### config.mk
export PLATFORM = sky130hd
export DESIGN_NAME = lif_neuron_array
export DESIGN_NICKNAME = d
export VERILOG_FILES = /design/src/rtl/lif_pkg.sv /design/src/rtl/lif_update_core.sv /design/src/rtl/lif_neuron_array.sv
export SDC_FILE = /design/constraint.sdc
export NUM_CORES = 1
export LEC_CHECK = 0
export BUFFER_PORTS_ARGS = -buffer_cell sky130_fd_sc_hd__buf_2
export CAP_MARGIN = 20
export CORE_MARGIN = 4
export CORE_UTILIZATION = 53
export CTS_CLUSTER_SIZE = 14
export DETAILED_ROUTE_END_ITERATION = 8
export PLACE_DENSITY = 0.77
export REMOVE_ABC_BUFFERS = 1
export SYNTH_ARGS = -nofsm -noshare
export SYNTH_HDL_FRONTEND = slang
export SYNTH_SLANG_ARGS = --single-unit
### constraint.sdc
create_clock -name clk -period 6.4 [get_ports clk]
set_input_delay 1.92 -clock clk [delete_from_list [all_inputs] [get_ports clk]]
set_output_delay 1.92 -clock clk [all_outputs]
set_load 0.02 [all_outputs]
### src/rtl/lif_pkg.sv
// Shared types and arithmetic helpers for the LIF neuron array.
package lif_pkg;

    typedef enum logic [1:0] {
        LIF_IDLE = 2'd0,
        LIF_RUN  = 2'd1,
        LIF_DONE = 2'd2
    } lif_state_e;

    // Clamp a signed value into the two's complement range of a w-bit word.
    function automatic logic signed [31:0] lif_saturate(input logic signed [31:0] val,
                                                        input int w);
        logic signed [31:0] hi;
        logic signed [31:0] lo;
        hi = (32'sd1 <<< (w - 1)) - 32'sd1;
        lo = -(32'sd1 <<< (w - 1));
        if (val > hi) begin
            return hi;
        end else if (val < lo) begin
            return lo;
        end
        return val;
    endfunction

endpackage

### src/rtl/lif_update_core.sv
// Combinational single-neuron update: refractory hold, leak toward zero,
// integrate, saturate, threshold fire with subtractive reset.
module lif_update_core
    import lif_pkg::*;
#(
    parameter int WIDTH     = 6,
    parameter int REF_WIDTH = 6
) (
    input  logic signed [WIDTH-1:0]     v_in,
    input  logic signed [WIDTH-1:0]     i_in,
    input  logic signed [WIDTH-1:0]     thr,
    input  logic        [WIDTH-1:0]     decay,
    input  logic        [REF_WIDTH-1:0] refr_in,
    input  logic        [REF_WIDTH-1:0] refr_period,
    output logic signed [WIDTH-1:0]     v_out,
    output logic        [REF_WIDTH-1:0] refr_out,
    output logic                        spike
);

    logic signed [WIDTH:0]   v_x;
    logic signed [WIDTH:0]   d_x;
    logic signed [WIDTH:0]   leak;
    logic signed [WIDTH:0]   sum;
    logic signed [WIDTH:0]   rem;
    logic signed [WIDTH-1:0] vn;

    always_comb begin
        v_x  = {v_in[WIDTH-1], v_in};
        d_x  = {1'b0, decay};
        leak = '0;
        // One extra bit keeps V -/+ decay from wrapping before the zero clamp.
        if (v_x > 0) begin
            leak = v_x - d_x;
            if (leak < 0) leak = '0;
        end else if (v_x < 0) begin
            leak = v_x + d_x;
            if (leak > 0) leak = '0;
        end
        sum = leak + {i_in[WIDTH-1], i_in};
        vn  = WIDTH'(lif_saturate(32'(sum), WIDTH));
        rem = {vn[WIDTH-1], vn} - {thr[WIDTH-1], thr};

        v_out    = v_in;
        refr_out = refr_in;
        spike    = 1'b0;
        if (refr_in != '0) begin
            refr_out = refr_in - REF_WIDTH'(1);
        end else if (vn >= thr) begin
            v_out    = WIDTH'(lif_saturate(32'(rem), WIDTH));
            refr_out = refr_period;
            spike    = 1'b1;
        end else begin
            v_out = vn;
        end
    end

endmodule

### src/rtl/lif_neuron_array.sv
// Time-multiplexed LIF neuron array: one neuron per cycle, spike vector published with done.
// Define LIF_ARRAY_DEBUG_EN to add the dbg_sel / dbg_potential / dbg_refr state read port.
module lif_neuron_array
    import lif_pkg::*;
#(
    parameter  int WIDTH       = 6,
    parameter  int NUM_NEURONS = 4,
    parameter  int REF_WIDTH   = 6,
    localparam int IDX_W       = $clog2(NUM_NEURONS)
) (
    input  logic                         clk,
    input  logic                         reset,
    input  logic                         start,
    input  logic [NUM_NEURONS*WIDTH-1:0] input_current,
    input  logic [WIDTH-1:0]             threshold,
    input  logic [WIDTH-1:0]             decay,
    input  logic [REF_WIDTH-1:0]         refractory_period,
    output logic                         busy,
    output logic                         done,
    output logic [NUM_NEURONS-1:0]       spike_out
`ifdef LIF_ARRAY_DEBUG_EN
    ,
    input  logic [IDX_W-1:0]             dbg_sel,
    output logic [WIDTH-1:0]             dbg_potential,
    output logic [REF_WIDTH-1:0]         dbg_refr
`endif
);

    localparam logic [IDX_W-1:0] LAST_IDX = IDX_W'(NUM_NEURONS - 1);

    lif_state_e                     state_q, state_d;
    logic [IDX_W-1:0]               idx_q, idx_d;
    logic signed [WIDTH-1:0]        potential_q [NUM_NEURONS];
    logic signed [WIDTH-1:0]        potential_d [NUM_NEURONS];
    logic [REF_WIDTH-1:0]           refr_q [NUM_NEURONS];
    logic [REF_WIDTH-1:0]           refr_d [NUM_NEURONS];
    logic [NUM_NEURONS-1:0]         spike_acc_q, spike_acc_d;
    logic [NUM_NEURONS-1:0]         spike_out_q, spike_out_d;

    logic signed [WIDTH-1:0]        core_v;
    logic [REF_WIDTH-1:0]           core_refr;
    logic                           core_spike;

    lif_update_core #(
        .WIDTH     (WIDTH),
        .REF_WIDTH (REF_WIDTH)
    ) u_core (
        .v_in        (potential_q[idx_q]),
        .i_in        (input_current[idx_q*WIDTH +: WIDTH]),
        .thr         (threshold),
        .decay       (decay),
        .refr_in     (refr_q[idx_q]),
        .refr_period (refractory_period),
        .v_out       (core_v),
        .refr_out    (core_refr),
        .spike       (core_spike)
    );

    always_comb begin
        state_d     = state_q;
        idx_d       = idx_q;
        potential_d = potential_q;
        refr_d      = refr_q;
        spike_acc_d = spike_acc_q;
        spike_out_d = spike_out_q;
        case (state_q)
            LIF_IDLE: begin
                if (start) begin
                    state_d = LIF_RUN;
                    idx_d   = '0;
                end
            end
            LIF_RUN: begin
                potential_d[idx_q] = core_v;
                refr_d[idx_q]      = core_refr;
                spike_acc_d[idx_q] = core_spike;
                // The last neuron's spike joins the published vector on the same edge.
                if (idx_q == LAST_IDX) begin
                    state_d     = LIF_DONE;
                    idx_d       = '0;
                    spike_out_d = spike_acc_d;
                end else begin
                    idx_d = idx_q + IDX_W'(1);
                end
            end
            LIF_DONE: state_d = LIF_IDLE;
            default:  state_d = LIF_IDLE;
        endcase
    end

    always_ff @(posedge clk or posedge reset) begin
        if (reset) begin
            state_q     <= LIF_IDLE;
            idx_q       <= '0;
            spike_acc_q <= '0;
            spike_out_q <= '0;
            for (int i = 0; i < NUM_NEURONS; i++) begin
                potential_q[i] <= '0;
                refr_q[i]      <= '0;
            end
        end else begin
            state_q     <= state_d;
            idx_q       <= idx_d;
            spike_acc_q <= spike_acc_d;
            spike_out_q <= spike_out_d;
            potential_q <= potential_d;
            refr_q      <= refr_d;
        end
    end

    assign busy      = (state_q != LIF_IDLE);
    assign done      = (state_q == LIF_DONE);
    assign spike_out = spike_out_q;

`ifdef LIF_ARRAY_DEBUG_EN
    always_comb begin
        dbg_potential = '0;
        dbg_refr      = '0;
        if (int'(dbg_sel) < NUM_NEURONS) begin
            dbg_potential = potential_q[dbg_sel];
            dbg_refr      = refr_q[dbg_sel];
        end
    end
`endif

endmodule

==> results.md <==
* EDFF count, synth at 0
* FF-to-FF setup slack at -0.20 ns
* Critical path class: in -> reg
* Simple-Gate Fraction of Synth Area at 0.1428
* DP Worst Slack at -1.275 ns
* Die area at 0.009426 mm^2
* Final Instance Count excl. Fillers at about 700
* GPL Wtd Cong at 0.9630
* Startpoint Class: input pin
* Xor and xnor area share after synthesis at 0.02677
* Hpwl dp at 8.194 mm
* First-pass iteration count of the detailed router at 7
* Synth cell types at 62
* DIE HEIGHT at 97.09 um
* Final setup fails at 55
* Diodes inserted at 0
* Compound-gate portion of the synthesized area at 0.1883
* Initial antenna violation count at 0
* R2R Path End: potential_q[18]
* Most common library cell in the layout ignoring fill and taps: buf_4
* Main synth FF type: dfrtp_1
* Clock transition at the registers of the reported paths at 0.07 ns
* Maximum fanout along the worst path at 7
* GRT Overall Usage at 0.2540
* Slew margin rel. at 0.4308
* Max clock buf depth at 2
* Largest family of logic cells by synthesized area: compound AO/OA/AOI/OAI gates
* CP endpoint kind: flip-flop
* Final hold violation count at 0
* Post-Route WL at approximately 13 mm
* Fin area at 0.005991 mm^2
* Vias at 4000
* Period utilisation layout at 1.107
* Fmax achieved at 0.1411 GHz
* DR WL/cell at 18.95 um
* Core area at 0.007727 mm^2
* Post-route ant nets at 0
* CTS root buffer: clkbuf_8
* Failing checks: negative setup slack
* Synthesized area per cell at 9.517 um^2
* Min Tclk post-route at 7.086 ns
* DR iter-0 viols at 261
* Layout Utilization at 0.7753
* H-tree levels at 3
* Clk_skew at 0.006637 ns
* Mapped cell area at 0.004207 mm^2
* DR vias/cell at 5.857
* Length of routed met2 wiring at between 6 and 7 mm
* R2R Path Start: idx_q[0]
* PortBufs at 50
* # DRC at 0
* DP Area at 0.005022 mm^2
* Pin count of the biggest net entering global routing at 60
* Post-synthesis mux area share at 0.1217
* Clk_lat worst skew at 0.34 ns
* Max Cap Violations at 0
* First-pass GRT wire length at 19.34 mm
* Final Slew Violations at 0
* Die Width at 97.09 um
* Cells after Synth at between 400 and 500
* Row count at 32
* RSZ-0062 raised after global routing: yes
* Yosys Warn Count at 0
* Synth async-reset ratio at 1.000
* Highest metal used: met4
* Sequential element share of the synthesized area at 0.3510
* Routed wl met3 at about 750 um
* CTS sink count at 59
* # IOs at between 50 and 60
* Hold Startpoint: potential_q[7]
* Vias in the first global route at between 4000 and 5000
* GR Overflow Total at 0
* Met1 WL at 5.077 mm
* R2R cell count at 31
* Setup WS post-layout at -0.6859 ns
* CTS tree: done
* Final net count at ~660
* Outcome: complete, but fails checks
* Worst EP arrival at 7.34 ns
* Ratio of cells with drive above 1 in the final layout at 0.4682
* Hold Path Depth at 2
* Critical Path RT at 6.66 ns
* Starting Density at 0.5444
* Hold EP: potential_q[7]
* Syn-to-layout area delta at 42.42%
* Adder-cell share of the synthesized area at 0.1211
* Most frequent cells in the layout: 88 x buf_4, 59 x dfrtp_1, 55 x nand2_1, 49 x buf_2, 28 x inv_1
* Least-Margin Pin Slew at 0.8518 ns
* CTS Buf Count at 9
* Yosys reg bits at 59
* Worst min-delay path class: reg -> reg
* DP Cell Count at between 600 and 700
[cell families after synthesis]
logic type / Yosys count
XOR/XNOR: 12
adder cells (fa/ha/maj): 39
AO/OA/AOI/OAI: 125
AND/OR/NAND/NOR: 130
flip-flops: 59
multiplexers: 27
buffers and inverters: 50
[metal layers]
metal,GRT usage,vias to the layer above
met5,0,-
met4,0.09719,0
met3,0.03877,37
met2,0.4575,163
met1,0.3047,1966
li1,-,1834
[critical path, cell delays in order]
cell and delay (ns):
buf_2 0.13, inv_2 0.06, ha_4 0.27, nor2b_1 0.06
o21ai_2 0.24, a21oi_4 0.12, o21ai_2 0.20, o311ai_4 0.15
o41ai_4 0.46, a32oi_1 0.17, a22oi_1 0.23, ha_2 0.34
o21ai_4 0.16, a21oi_4 0.05, o22ai_2 0.13, xnor2_2 0.13
xnor2_4 0.30, maj3_2 0.34, inv_1 0.09, fa_2 0.38
nor2b_1 0.16, o21a_1 0.16, o21a_1 0.17, o21ai_2 0.10
o21a_2 0.28, a21oi_2 0.22, o32ai_4 0.14, o21ai_1 0.14
[cell type report]
type,count,area [um^2]
clock buffers,11,141.4
clock inverters,5,100.1
fillers,460,1737
inverters,31,116.4
multi-input cells,333,3063
flip-flops and latches,59,1476
well taps,102,127.6
repair buffers,142,965.9
[cells in the mapped netlist (2+ instances only)]
cell / n / area (um^2)
o21ai_1: 13 / 65.06
o21ai_0: 42 / 210.2
dfrtp_1: 59 / 1476
a22o_1: 5 / 43.79
buf_6: 2 / 22.52
nand2_1: 60 / 225.2
nand3b_1: 2 / 15.01
o21ai_2: 2 / 17.52
a21o_1: 6 / 45.04
and2_1: 2 / 12.51
nand2b_1: 4 / 25.02
or3_1: 2 / 12.51
nor2b_1: 9 / 56.30
fa_1: 4 / 80.08
ha_1: 30 / 375.4
clkbuf_1: 16 / 60.06
o21bai_1: 4 / 30.03
a21oi_1: 22 / 110.1
xor2_1: 4 / 35.03
xnor2_1: 7 / 61.31
o21a_1: 6 / 45.04
and2_0: 3 / 18.77
and3_1: 2 / 12.51
or2_2: 4 / 25.02
nor3b_1: 2 / 15.01
mux4_1: 3 / 78.83
nor2_1: 26 / 97.59
maj3_2: 3 / 33.78
mux2i_1: 5 / 50.05
mux2_2: 4 / 45.04
nand3_1: 2 / 10.01
inv_1: 31 / 116.4
maj3_1: 2 / 20.02
mux4_2: 15 / 337.8
nor3_1: 4 / 20.02
a31oi_1: 9 / 56.30
[repair_timing]
action,4_1_cts,5_1_grt
setup buffers,10,12
cloned,1,0
hold buffers,0,0
endpoints found under the setup margin,55,55
pin swaps,43,39
resized for setup,65,66
[per-stage QoR]
step | hold slack (ns) | TNS, ns
finish | 0.4796 | -27.79
global route | 0.5195 | -41.33
CTS | 0.4835 | -21.45
detailed placement | 0.4687 | -61.18
global placement | 0.4574 | -55.75
floorplan | 0.4446 | -35.89
[worst max path at each step]
stage / startpoint / endpoint
floorplan: decay[0] / potential_q[2]
global placement: decay[0] / potential_q[12]
detailed placement: decay[0] / potential_q[1]
CTS: decay[0] / potential_q[2]
global route: decay[1] / potential_q[0]
finish: decay[1] / potential_q[18]
[sequential cells by signal, summed over array words and instances, names as in the netlist]
signal       count
idx_q            2
refr_q          24
spike_acc_q      3
state_q          2
spike_out        4
potential_q     24
Power is left out: the tool's default activity adds up to more than one toggle a clock period on the data nets, which glitch-free logic cannot reach.
